<file path="config.mk">
export PLATFORM = sky130hd
export DESIGN_NAME = turf_event_sequencer
export DESIGN_NICKNAME = d
export VERILOG_FILES = /design/src/rtl/turf_event_sequencer.sv
export SDC_FILE = /design/constraint.sdc
export NUM_CORES = 1
export LEC_CHECK = 0
export BUFFER_PORTS_ARGS = -buffer_cell sky130_fd_sc_hd__buf_2
export CAP_MARGIN = 20
export CORE_AREA = 2 2 174 176
export CTS_CLUSTER_DIAMETER = 120
export DETAILED_ROUTE_END_ITERATION = 6
export DIE_AREA = 0 0 176 178
export GPL_ROUTABILITY_DRIVEN = 0
export SYNTH_ARGS = -nofsm -noshare
export SYNTH_HDL_FRONTEND = slang
export SYNTH_SLANG_ARGS = --single-unit
</file>
<file path="constraint.sdc">
create_clock -name memclk -period 2.1 [get_ports memclk]
set_input_delay 0.105 -clock memclk [delete_from_list [all_inputs] [get_ports memclk]]
set_output_delay 0.105 -clock memclk [all_outputs]
set_load 0.1 [all_outputs]
</file>
<file path="src/rtl/turf_event_sequencer.sv">
// turf_event_sequencer
// Drains the TURF header stream and the four per-TURFIO payload streams into
// one event stream: header first, then each unmasked TURFIO in index order,
// with a single tlast on the final qword of the event.
// Optional feature macro: EVENT_SEQ_TIMEOUT_EN (idle-source watchdog that
// substitutes a 0xBADD fill beat for a stalled TURFIO).
module turf_event_sequencer #(
    parameter int DATA_WIDTH     = 64,
    parameter int TIMEOUT_CYCLES = 4096
) (
    input  logic                    memclk,
    input  logic                    memresetn,
    input  logic [DATA_WIDTH-1:0]   s_thdr_tdata,
    input  logic                    s_thdr_tvalid,
    output logic                    s_thdr_tready,
    input  logic                    s_thdr_tlast,
    input  logic [4*DATA_WIDTH-1:0] s_tio_tdata,
    input  logic [3:0]              s_tio_tvalid,
    output logic [3:0]              s_tio_tready,
    input  logic [3:0]              s_tio_tlast,
    input  logic [3:0]              tio_mask_i,
    output logic [DATA_WIDTH-1:0]   m_ev_tdata,
    output logic                    m_ev_tvalid,
    input  logic                    m_ev_tready,
    output logic                    m_ev_tlast,
    output logic                    busy_o,
    output logic [31:0]             event_count_o,
    output logic [3:0]              tio_timeout_o
);

`ifdef EVENT_SEQ_TIMEOUT_EN
    typedef enum logic [1:0] {ST_IDLE, ST_HEADER, ST_TIO, ST_FILL} state_t;
    localparam int CNT_W = $clog2(TIMEOUT_CYCLES);
`else
    typedef enum logic [1:0] {ST_IDLE, ST_HEADER, ST_TIO} state_t;
`endif

    state_t          state_q, state_d;
    logic [1:0]      cur_tio_q, cur_tio_d;
    logic [3:0]      mask_q, mask_d;
    logic [31:0]     count_q, count_d;

    logic [DATA_WIDTH-1:0] tio_data [4];
    logic [DATA_WIDTH-1:0] ev_tdata;
    logic                  ev_tvalid;
    logic                  ev_tlast;
    logic                  thdr_tready;
    logic [3:0]            tio_tready;
    logic [3:0]            eff_mask;
    logic [2:0]            first_unmasked;
    logic [2:0]            higher_unmasked;

    // Unpack the flat TURFIO data bus into one word per source
    generate
        for (genvar gi = 0; gi < 4; gi++) begin : g_tio_unpack
            assign tio_data[gi] = s_tio_tdata[gi*DATA_WIDTH +: DATA_WIDTH];
        end
    endgenerate

    // Lowest unmasked index >= from, returned as {found, index}
    function automatic logic [2:0] find_unmasked(input logic [3:0] mask, input logic [2:0] from);
        logic [2:0] res;
        res = 3'b000;
        for (int i = 3; i >= 0; i--) begin
            if ((i >= int'(from)) && !mask[i]) begin
                res = {1'b1, 2'(i)};
            end
        end
        return res;
    endfunction

    // The mask applied to the header-tlast decision is the live input while
    // idle, because it is latched on that very first header beat.
    assign eff_mask        = (state_q == ST_IDLE) ? tio_mask_i : mask_q;
    assign first_unmasked  = find_unmasked(eff_mask, 3'd0);
    assign higher_unmasked = find_unmasked(mask_q, {1'b0, cur_tio_q} + 3'd1);

`ifdef EVENT_SEQ_TIMEOUT_EN
    logic [CNT_W-1:0] idle_cnt_q, idle_cnt_d;
    logic [3:0]       timeout_q, timeout_d;
`else
    logic unused_timeout_cfg;
    assign unused_timeout_cfg = (TIMEOUT_CYCLES > 1);
`endif

    // Next-state, source routing and tlast suppression
    always_comb begin
        state_d     = state_q;
        cur_tio_d   = cur_tio_q;
        mask_d      = mask_q;
        count_d     = count_q;
        ev_tdata    = '0;
        ev_tvalid   = 1'b0;
        ev_tlast    = 1'b0;
        thdr_tready = 1'b0;
        tio_tready  = 4'b0000;
`ifdef EVENT_SEQ_TIMEOUT_EN
        idle_cnt_d  = '0;
        timeout_d   = timeout_q;
`endif
        case (state_q)
            ST_IDLE, ST_HEADER: begin
                ev_tdata    = s_thdr_tdata;
                ev_tvalid   = s_thdr_tvalid;
                ev_tlast    = s_thdr_tlast & ~first_unmasked[2];
                thdr_tready = m_ev_tready;
                if (s_thdr_tvalid && m_ev_tready) begin
                    if (state_q == ST_IDLE) begin
                        mask_d  = tio_mask_i;
                        state_d = ST_HEADER;
                    end
                    if (s_thdr_tlast) begin
                        if (first_unmasked[2]) begin
                            state_d   = ST_TIO;
                            cur_tio_d = first_unmasked[1:0];
                        end else begin
                            state_d = ST_IDLE;
                        end
                    end
                end
            end
            ST_TIO: begin
                ev_tdata              = tio_data[cur_tio_q];
                ev_tvalid             = s_tio_tvalid[cur_tio_q];
                ev_tlast              = s_tio_tlast[cur_tio_q] & ~higher_unmasked[2];
                tio_tready[cur_tio_q] = m_ev_tready;
                if (s_tio_tvalid[cur_tio_q] && m_ev_tready && s_tio_tlast[cur_tio_q]) begin
                    if (higher_unmasked[2]) begin
                        cur_tio_d = higher_unmasked[1:0];
                    end else begin
                        state_d = ST_IDLE;
                    end
                end
`ifdef EVENT_SEQ_TIMEOUT_EN
                // Any valid beat (including a switching handshake) restarts the watchdog
                if (!s_tio_tvalid[cur_tio_q]) begin
                    if (idle_cnt_q == CNT_W'(TIMEOUT_CYCLES - 1)) begin
                        timeout_d[cur_tio_q] = 1'b1;
                        state_d              = ST_FILL;
                    end else begin
                        idle_cnt_d = idle_cnt_q + 1'b1;
                    end
                end
`endif
            end
`ifdef EVENT_SEQ_TIMEOUT_EN
            ST_FILL: begin
                ev_tdata  = {16'hBADD, {(DATA_WIDTH-18){1'b0}}, cur_tio_q};
                ev_tvalid = 1'b1;
                ev_tlast  = ~higher_unmasked[2];
                if (m_ev_tready) begin
                    if (higher_unmasked[2]) begin
                        cur_tio_d = higher_unmasked[1:0];
                        state_d   = ST_TIO;
                    end else begin
                        state_d = ST_IDLE;
                    end
                end
            end
`endif
            default: state_d = ST_IDLE;
        endcase
        if (ev_tvalid && m_ev_tready && ev_tlast) begin
            count_d = count_q + 32'd1;
        end
    end

    // State registers; reset abandons any partial event
    always_ff @(posedge memclk) begin
        if (!memresetn) begin
            state_q   <= ST_IDLE;
            cur_tio_q <= 2'd0;
            mask_q    <= 4'h0;
            count_q   <= 32'd0;
`ifdef EVENT_SEQ_TIMEOUT_EN
            idle_cnt_q <= '0;
            timeout_q  <= 4'h0;
`endif
        end else begin
            state_q   <= state_d;
            cur_tio_q <= cur_tio_d;
            mask_q    <= mask_d;
            count_q   <= count_d;
`ifdef EVENT_SEQ_TIMEOUT_EN
            idle_cnt_q <= idle_cnt_d;
            timeout_q  <= timeout_d;
`endif
        end
    end

    // Outputs are forced to their idle values while reset is held
    assign m_ev_tdata    = memresetn ? ev_tdata : '0;
    assign m_ev_tvalid   = memresetn & ev_tvalid;
    assign m_ev_tlast    = memresetn & ev_tlast;
    assign s_thdr_tready = memresetn & thdr_tready;
    assign s_tio_tready  = memresetn ? tio_tready : 4'b0000;
    assign busy_o        = memresetn & (state_q != ST_IDLE);
    assign event_count_o = count_q;
`ifdef EVENT_SEQ_TIMEOUT_EN
    assign tio_timeout_o = memresetn ? timeout_q : 4'b0000;
`else
    assign tio_timeout_o = 4'b0000;
`endif

endmodule

</file>
==> summary.txt <==
Routing
  – DRC: 0
  – Via count: 6627
  – First DRT Iteration DRCs: 304
  – DRT Wirelength: 25900 um
  – Vias per cell: 4.63
  – Drt pass-1 iters: 4
  – Drt wl/cell: 18.1 um
  – Post-route ant nets: 0

Synth
  – Synth top area share: 0.307
  – Number of flops mapped to enable cells by yosys: 0
  – FFs w/ async S/R, synth: 0
  – Register area share after synthesis: 0.166
  – Mapped Area: 0.00484 mm2
  – Syn_area_per_cell: 8.52 um2
  – Synth Flop Type: dfxtp_1
  – Post-synthesis cell type count: 47
  – Largest cells by area after synthesis: mux4_2 (31%), dfxtp_1 (17%), a21oi_1 (10%), nor2b_1 (8.4%), nor2_1 (6.5%)
  – Ys Warns: 0
  – Yosys top cell by area: mux4_2
  – Synth Register Bits: 40
  – Gate Count Post-Synth: 568

Finish
  – Post-route cell area: 0.0102 mm2
  – Final-stage net count: 1377
  – Sequential cell area: 880 um2
  – Multi-input logic area: 0.00462 mm2
  – Layout cells sized above 1: 0.730
  – FILL cells: 2984
  – P&R area growth vs syn: 112%
  – Most common cell after layout, fill and taps aside: buf_2
  – Final antenna diode count: 0
  – Post-Layout Cell Count: 1430
  – Commonest non-fill, non-tap cells in the layout: buf_2 (369), buf_12 (79), mux4_2 (66)

GRT
  – GRT Resource Usage Total: 0.150
  – Met2 Use GR: 0.260
  – Met1 Track Usage GR: 0.190
  – Vias in the first global route: 6449
  – First-pass GRT wire length: 36500 um
  – GR met3 Demand/Resource: 0.0375
  – GRT busiest layer: met2
  – Largest net degree at the start of global routing: 48
  – Initial antenna violation count: 7
  – Grt ovf: 0

Timing
  – Top achievable clock speed: 458 MHz
  – Setup TNS: -0.969 ns
  – Final period utilization: 1.04
  – Final setup margin: -0.0842 ns
  – Skew final: 0.00815 ns
  – Least-Margin Pin Slew: 0.786 ns
  – Final Hold Viols: 0
  – Pins Over Slew Limit: 0
  – Slew HR: 0.472
  – Unrepaired setup endpoints after global routing: true
  – Setup violators final: 35
  – Tmin final: 2.18 ns

Setup path
  – WP data arrival: 2.08 ns
  – Worst setup EP type: output port
  – Max FO, Critical Path: 27
  – RR Endpoint: event_count_o[26]
  – R2R Setup Slk: -0.07 ns
  – Setup crit start kind: register
  – WS Path Type: register to output port
  – Worst Path Required: 2.00 ns
  – Reg2Reg Depth: 6
  – R2R Path Start: state_q[0]

Die
  – Core area: 0.0294 mm2
  – Num ports: 445
  – Initial Utilization: 0.165
  – Die area: 0.0313 mm2
  – Row cnt: 63
  – Die X: 176 um
  – Die H: 178 um

Placed design
  – Pre-CTS setup slack: -0.149 ns
  – HPWL after DPL: 21100 um
  – Number of buffers added on ports: 440
  – Placed cells: 1407
  – DP Area: 0.00952 mm2

Hold path
  – Hold_sp: tio_mask_i[3]
  – HP Class: input port to register
  – Hold EP: mask_q[3]
  – Worst hold path depth: 3

Power
  – VDD IR-drop max: 220 uV
  – Leak pwr: 4.10 nW
  – Pwr Density: 446 mW/mm2
  – Pwr Total: 4.56 mW

Job
  – Max-cap violations: 0

Clock tree
  – Total CTS buffers: 5
  – Root buffer cell: clkbuf_16
  – CTS clk-pin slew, worst paths: 0.05 ns
  – H-tree levels: 2
  – CTS tree: done
  – # clock sinks: 40
  – Hold buffers post-CTS: 0
  – Clock buffer depth: 2
  – Clk_lat worst skew: 0.29 ns

Outcome
  – Failing checks: setup timing
  – Run status: complete, but fails checks
## worst max-delay path, stage by stage (launching register included)
cell and delay (ns):
dfxtp_2 0.38, buf_4 0.14, and2b_2 0.23, buf_4 0.43
a21oi_1 0.13, buf_4 0.18, nor2_4 0.10, buf_12 0.18
## kinds of logic (layout without fill, tap and decap cells)
| group | count (synthesis) | in the layout | share of synthesized area |
|---|---|---|---|
| adders and majority gates | 1 | 1 | 0.00259 |
| and+or+nand+nor | 237 | 237 | 0.261 |
| DFF | 40 | 40 | 0.166 |
| xor gates and xnor gates | 2 | 2 | 0.00362 |
| other | 1 | 4 | 0.000775 |
| muxes | 71 | 71 | 0.318 |
| buffers and inverters | 65 | 534 | 0.0577 |
| AOI/OAI and AO/OA | 151 | 151 | 0.191 |
## registers in the layout, indices dropped and copies added (netlist names)
name,count
event_count_o,32
mask_q,4
cur_tio_q,2
state_q,2
## synthesized netlist by cell type (3+ instances only)
master,number
a211o_1,3
a21oi_1,99
and3_1,4
buf_1,8
buf_2,7
buf_4,5
clkbuf_1,33
dfxtp_1,40
inv_1,11
mux2i_1,5
mux4_2,66
nand2_1,15
nand3_1,15
nand3b_1,3
nand4_1,6
nor2_1,84
nor2b_1,65
nor3_1,5
o211ai_1,4
o21a_1,3
o21ai_0,12
o31ai_1,16
o41ai_1,3
or3_1,8
or4_1,15
or4b_1,3
## how the worst max path moves through the flow
stage	cells after the start	end	slack, ns	from
3_3_place_gp	6	event_count_o[15]	-0.10	state_q[1]
2_1_floorplan	6	event_count_o[31]	-0.27	event_count_o[1]
6_report	7	m_ev_tdata[54]	-0.08	state_q[1]
4_1_cts	6	event_count_o[15]	-0.07	cur_tio_q[0]
5_1_grt	6	event_count_o[15]	-0.18	state_q[0]
3_5_place_dp	6	event_count_o[15]	-0.15	state_q[1]
## metrics by stage
step            util  hold WS (ns)
2_1_floorplan      -         0.223
3_3_place_gp   0.324         0.387
3_5_place_dp   0.324         0.381
4_1_cts        0.341         0.116
5_1_grt        0.348         0.130
6_report       0.348         0.132
## power by group
| group | internal (mW) | switching [mW] | total, mW |
|---|---|---|---|
| clock network | 0.506 | 0.307 | 0.813 |
| logic | 1.27 | 1.71 | 2.98 |
| registers | 0.750 | 0.0174 | 0.767 |
| total | 2.53 | 2.04 | 4.56 |
## final cells by class
class	instances	share of cell area
inverters	11	0.00452
repair buffers	515	0.395
clock buffers	8	0.0153
flip-flops and latches	40	0.0859
well taps	390	0.0477
multi-input cells	466	0.451
## timing repair
item / 4_1_cts / 5_1_grt
endpoints found under the setup margin: 88 / 99
gates resized for setup: 68 / 18
pin swaps: 8 / 10
gates cloned: 1 / 3
buffers inserted: 4 / 7
## per-layer routing
metal / share of wire / vias to the layer above
met5: 0.0014 / -
met4: 0.015 / 6
met3: 0.077 / 30
met2: 0.51 / 290
met1: 0.40 / 3202
li1: - / 3099
No activity file was read; power rests on OpenSTA's default activity.
